===== src/rtl/mem_arb_pkg.sv =====
// rtl/mem_arb_pkg.sv - shared encodings and owner choice for the fetch/data memory arbiter
package mem_arb_pkg;

  typedef enum logic [1:0] {
    IDLE = 2'd0,
    BUSY = 2'd1,
    DONE = 2'd2
  } state_e;

  typedef enum logic {
    OWN_F = 1'b0,
    OWN_D = 1'b1
  } owner_e;

  localparam int WAIT_W   = 8;
  localparam int STARVE_W = 8;

  // Caller guarantees at least one request is present; fetch wins only when data is absent or fetch is starved.
  function automatic owner_e pick_owner(input logic d_req, input logic f_starved);
    return (d_req && !f_starved) ? OWN_D : OWN_F;
  endfunction

endpackage


===== src/rtl/mem_arb_timeout.sv =====
// rtl/mem_arb_timeout.sv - memory wait counter with expiry, used only when MEM_ARB_TIMEOUT_EN is defined
module mem_arb_timeout
  import mem_arb_pkg::*;
#(
  parameter int TIMEOUT = 255
) (
  input  logic clk,
  input  logic rst,
  input  logic in_busy,
  input  logic m_ack,
  output logic expire
);

  localparam logic [WAIT_W-1:0] LAST = WAIT_W'(TIMEOUT - 1);

  logic [WAIT_W-1:0] wait_ctr;

  always_ff @(posedge clk or posedge rst) begin
    if (rst) begin
      wait_ctr <= '0;
    end else if (!in_busy) begin
      wait_ctr <= '0;
    end else if (!m_ack) begin
      wait_ctr <= wait_ctr + WAIT_W'(1);
    end
  end

  // Fires on the last unacknowledged BUSY cycle so the FSM leaves BUSY after exactly TIMEOUT cycles.
  assign expire = in_busy && !m_ack && (wait_ctr == LAST);

endmodule


===== src/rtl/mem_arbiter.sv =====
// rtl/mem_arbiter.sv - fetch/data arbiter for the single external memory port
// Optional wait timeout with sticky err is built when MEM_ARB_TIMEOUT_EN is defined.
module mem_arbiter
  import mem_arb_pkg::*;
#(
  parameter int AW         = 16,
  parameter int DW         = 8,
  parameter int STARVE_MAX = 4,
  parameter int TIMEOUT    = 255
) (
  input  logic          clk,
  input  logic          rst,
  input  logic          f_req,
  input  logic [AW-1:0] f_addr,
  output logic          f_gnt,
  output logic          f_done,
  output logic [DW-1:0] f_rdata,
  input  logic          d_req,
  input  logic          d_we,
  input  logic [AW-1:0] d_addr,
  input  logic [DW-1:0] d_wdata,
  output logic          d_gnt,
  output logic          d_done,
  output logic [DW-1:0] d_rdata,
  output logic          m_req,
  output logic          m_we,
  output logic [AW-1:0] m_addr,
  output logic [DW-1:0] m_wdata,
  input  logic          m_ack,
  input  logic [DW-1:0] m_rdata,
  output logic          busy,
  output logic          err
);

  localparam logic [STARVE_W-1:0] STARVE_LIM = STARVE_W'(STARVE_MAX);

  state_e                state;
  owner_e                owner;
  owner_e                pick;
  logic [STARVE_W-1:0]   starve_ctr;
  logic                  expire;
  logic [DW-1:0]         fill_data;

  assign pick = pick_owner(d_req, f_req && (starve_ctr == STARVE_LIM));
  // An aborted read returns all ones instead of whatever is on m_rdata.
  assign fill_data = m_ack ? m_rdata : '1;

`ifdef MEM_ARB_TIMEOUT_EN
  logic in_busy;
  assign in_busy = (state == BUSY);

  mem_arb_timeout #(
    .TIMEOUT(TIMEOUT)
  ) u_timeout (
    .clk    (clk),
    .rst    (rst),
    .in_busy(in_busy),
    .m_ack  (m_ack),
    .expire (expire)
  );

  always_ff @(posedge clk or posedge rst) begin
    if (rst) begin
      err <= 1'b0;
    end else if (expire) begin
      err <= 1'b1;
    end
  end
`else
  assign expire = 1'b0;
  assign err    = 1'b0;
`endif

  always_ff @(posedge clk or posedge rst) begin
    if (rst) begin
      state      <= IDLE;
      owner      <= OWN_F;
      starve_ctr <= '0;
      m_req      <= 1'b0;
      m_we       <= 1'b0;
      m_addr     <= '0;
      m_wdata    <= '0;
      f_gnt      <= 1'b0;
      d_gnt      <= 1'b0;
      f_done     <= 1'b0;
      d_done     <= 1'b0;
      f_rdata    <= '0;
      d_rdata    <= '0;
      busy       <= 1'b0;
    end else begin
      f_gnt  <= 1'b0;
      d_gnt  <= 1'b0;
      f_done <= 1'b0;
      d_done <= 1'b0;
      case (state)
        IDLE: begin
          if (f_req || d_req) begin
            state <= BUSY;
            busy  <= 1'b1;
            m_req <= 1'b1;
            owner <= pick;
            if (pick == OWN_D) begin
              d_gnt   <= 1'b1;
              m_we    <= d_we;
              m_addr  <= d_addr;
              m_wdata <= d_wdata;
              if (f_req && (starve_ctr != STARVE_LIM)) begin
                starve_ctr <= starve_ctr + STARVE_W'(1);
              end
            end else begin
              f_gnt      <= 1'b1;
              m_we       <= 1'b0;
              m_addr     <= f_addr;
              m_wdata    <= '0;
              starve_ctr <= '0;
            end
          end
        end
        BUSY: begin
          if (m_ack || expire) begin
            state <= DONE;
            m_req <= 1'b0;
            m_we  <= 1'b0;
            if (owner == OWN_D) begin
              d_done <= 1'b1;
              if (!m_we) begin
                d_rdata <= fill_data;
              end
            end else begin
              f_done  <= 1'b1;
              f_rdata <= fill_data;
            end
          end
        end
        DONE: begin
          state <= IDLE;
          busy  <= 1'b0;
        end
        default: begin
          state <= IDLE;
          busy  <= 1'b0;
          m_req <= 1'b0;
          m_we  <= 1'b0;
        end
      endcase
    end
  end

endmodule

===== config.mk =====
export PLATFORM = sky130hd
export DESIGN_NAME = mem_arbiter
export DESIGN_NICKNAME = d
export VERILOG_FILES = /design/src/rtl/mem_arb_pkg.sv /design/src/rtl/mem_arb_timeout.sv /design/src/rtl/mem_arbiter.sv
export SDC_FILE = /design/constraint.sdc
export NUM_CORES = 1
export LEC_CHECK = 0
export ABC_AREA = 1
export BUFFER_PORTS_ARGS = -buffer_cell sky130_fd_sc_hd__buf_4
export CAP_MARGIN = 10
export CORE_MARGIN = 5
export CORE_UTILIZATION = 30
export DETAILED_ROUTE_END_ITERATION = 10
export GPL_TIMING_DRIVEN = 0
export PLACE_DENSITY = 0.62
export REMOVE_ABC_BUFFERS = 1
export SYNTH_ARGS = -nofsm -noshare
export SYNTH_HDL_FRONTEND = slang
export SYNTH_SLANG_ARGS = --single-unit

===== constraint.sdc =====
create_clock -name clk -period 2.35 [get_ports clk]
set_input_delay 0.1175 -clock clk [delete_from_list [all_inputs] [get_ports clk]]
set_output_delay 0.1175 -clock clk [all_outputs]
set_load 0.005 [all_outputs]

==> flow_metrics.tcl <==
set metrics [dict create \
    cts_buffers 9 \
    portBuffers 100 \
    cts.path.max_buffers 2 \
    drc 0 \
    clk_latency_ns 0.33 \
    path_common_cell "inv_2" \
    r2r-start "state[1]$_DFFE_PP0P_" \
    clockRootBuffer "clkbuf_8" \
    dr_total_vias 2350 \
    ios 102 \
    setup_violations 0 \
    coreArea_sq_um 8590 \
    cp.arrival_ns 2.03 \
    worst_ep_required_time_ns 2.62 \
    routabilityCongestion 0.834 \
    cts_tree "done" \
    final.min_clock_period_ns 1.76 \
    drt_wl_total_um 7050 \
    yosysUniqueCellTypes 27 \
    first_pass_iters 4 \
    path_cells "inv_2 > nand3_2 > inv_2 > nor2_2 > buf_8 > nand2_1 > nand3_1" \
    fin_cells 531 \
    ant_nets 0 \
    via_per_inst 4.43 \
    holdWs_ns 0.0148 \
    grt_setup_unrepaired "false" \
    yosys_warnings 0 \
    wire_per_inst_um 13.3 \
    ctsResizeCount 0 \
    drt_iter0_drc 53 \
    fp.dieH_um 103 \
    crit_slowest_cell "nor2_2" \
    die-area_sq_um 10600 \
    syn_avg_cell_area_sq_um 9.01 \
    setup_tns_ns 0 \
    grt_pass1_vias 2401 \
    ys_ff_latch 58 \
    fill_cells 859 \
    path_max_fanout 25 \
    drive_gt1_frac 0.350 \
    grt-ovfl-total 0 \
    p_per_area_nw_per_um2 1060 \
    dr_wl_met2_um 3510 \
    groute.usage.overall 0.136 \
    maxCapViolations 0 \
    slew_headroom 0.572 \
    syn2layout_area_growth_pct 50.2 \
    initial_core_util 0.302 \
    maxSlewViolCount 0 \
    cpPeakStageDelay_ns 0.57 \
    highest_layer "met4" \
    finalInstanceArea_sq_um 3900 \
    finalNetCount 475 \
    hold_path_class "in2reg" \
    max-vdd-ir-drop_mv 0.502 \
    wl_met1_um 2930 \
    outcome "finished clean" \
    cts_sinks 58 \
    syn_inst 288 \
    wl_met3_um 476 \
    place_inst 486 \
    crit_path_start_kind "register" \
    grt_first_pass_wirelength_um 11100 \
    max_freq_mhz 567 \
    antenna_found_initial 0 \
    final_common_cell "buf_4" \
    path_clk_slew_ns 0.07 \
    place_area_sq_um 3400 \
    crit_path_end_kind "register" \
    fin_crit_sh 0.750 \
    worst_pin_slew_ns 0.641 \
    grt_max_degree 33 \
    leakagePower_nw 2.03 \
    hpwl_um 4640 \
    r2r_slack_ns 0.59 \
    htreeDepth 3 \
    netlist_area_sq_um 2590 \
    diodes 0 \
    yosysSeqAreaShare 0.560 \
    finClkSkew_ns 0.0101 \
    die_w_um 103 \
    crit_start "state[1]$_DFFE_PP0P_" \
    final_hold_viol_count 0 \
    holdCritStartpoint "d_addr[1]" \
    num_rows 34 \
    mostFrequentLayoutCells "buf_4, nand2_1, dfrtp_1" \
    crit_type "reg2reg" \
]
## critical path: cells and delay by family (launching register included)
family / cells / cell delay (ns)
buffers and inverters: 3 / 0.52
flip-flops: 1 / 0.37
AND/OR/NAND/NOR: 4 / 0.81
## power breakdown
group / switching [W] / leakage, nW / total, W / internal, W
Clock: 0.000403 / 0.0941 / 0.000911 / 0.000508
Combinational: 0.000816 / 1.20 / 0.00162 / 0.000800
Sequential: 0.000229 / 0.741 / 0.00162 / 0.00139
## Yosys cell counts
| library cell | number | area share |
|---|---|---|
| nand3_2 | 1 | 0.0039 |
| buf_6 | 5 | 0.022 |
| buf_2 | 3 | 0.0058 |
| o21ai_2 | 8 | 0.027 |
| nand3_1 | 35 | 0.068 |
| buf_4 | 2 | 0.0058 |
| nand2_4 | 2 | 0.0087 |
| ha_1 | 2 | 0.0096 |
| dfrtp_1 | 58 | 0.56 |
| o21ai_0 | 6 | 0.012 |
| nand2_2 | 7 | 0.017 |
| conb_1 | 1 | 0.0014 |
| nand3b_1 | 1 | 0.0029 |
| nor2_1 | 12 | 0.017 |
| nor3_4 | 1 | 0.0063 |
| o21ai_1 | 6 | 0.012 |
| o22ai_1 | 2 | 0.0048 |
| nor3_1 | 1 | 0.0019 |
| inv_4 | 1 | 0.0024 |
| xor2_1 | 3 | 0.010 |
| nor2_2 | 3 | 0.0072 |
| nor2_4 | 2 | 0.0087 |
| inv_1 | 23 | 0.033 |
| nand2_1 | 96 | 0.14 |
| inv_2 | 5 | 0.0072 |
| buf_8 | 1 | 0.0058 |
| a21oi_1 | 1 | 0.0019 |
## repair_timing
item,in CTS,in global routing
setup buffers,0,0
hold buffers,29,0
hold endpoints to repair,50,0
## worst paths after layout
kind | to | depth (start not counted)
worst max-delay path | m_addr[6]$_DFFE_PP0P_ | 7
worst min-delay path | m_addr[1]$_DFFE_PP0P_ | 3
worst max register to register | m_addr[6]$_DFFE_PP0P_ | 7
worst min register to register | m_wdata[4]$_DFFE_PP0P_ | 2
max in group asynchronous | f_gnt$_DFF_PP0_ | 4
min in group asynchronous | m_addr[7]$_DFFE_PP0P_ | 3
## layer usage
layer  vias up  track usage
met2        67        0.221
li1       1162            -
met5         -            0
met4         0       0.0508
met3        13       0.0555
met1      1108        0.162
## registers in the layout (all words and copies together), names as in the netlist
register and count:
d_done 1, m_wdata 8, busy 1, f_gnt 1
m_req 1, d_gnt 1, owner 1, state 2
m_addr 16, starve_ctr 8, m_we 1, f_rdata 8
f_done 1, d_rdata 8
## area by class of cell
class	count	area (sq um)	area share
Clock buffer	10	138	0.0353
Sequential cell	58	1450	0.373
Timing Repair Buffer	131	1080	0.276
Inverter	29	111	0.0286
Tap cell	108	135	0.0347
Clock inverter	5	55.1	0.0141
Multi-Input combinational cell	190	930	0.239
## logic make-up after synthesis
| kind of cell | Yosys count | share of synthesized area |
|---|---|---|
| simple gates | 161 | 0.280 |
| flops | 58 | 0.560 |
| buf+inv | 40 | 0.0820 |
| compound gates | 23 | 0.0569 |
| xor+xnor | 3 | 0.0101 |
| fa+ha+maj | 2 | 0.00965 |
| other cells | 1 | 0.00145 |
## stage by stage
step	util	power (W)	setup slack, ns
2_1_floorplan	-	0.00237	0.805
5_1_grt	0.453	0.00447	0.448
6_report	0.453	0.00414	0.588
3_5_place_dp	0.395	0.00321	0.110
4_1_cts	0.452	0.00419	0.104
3_3_place_gp	0.393	0.00316	0.00726
No activity file was read; power rests on OpenSTA's default activity.
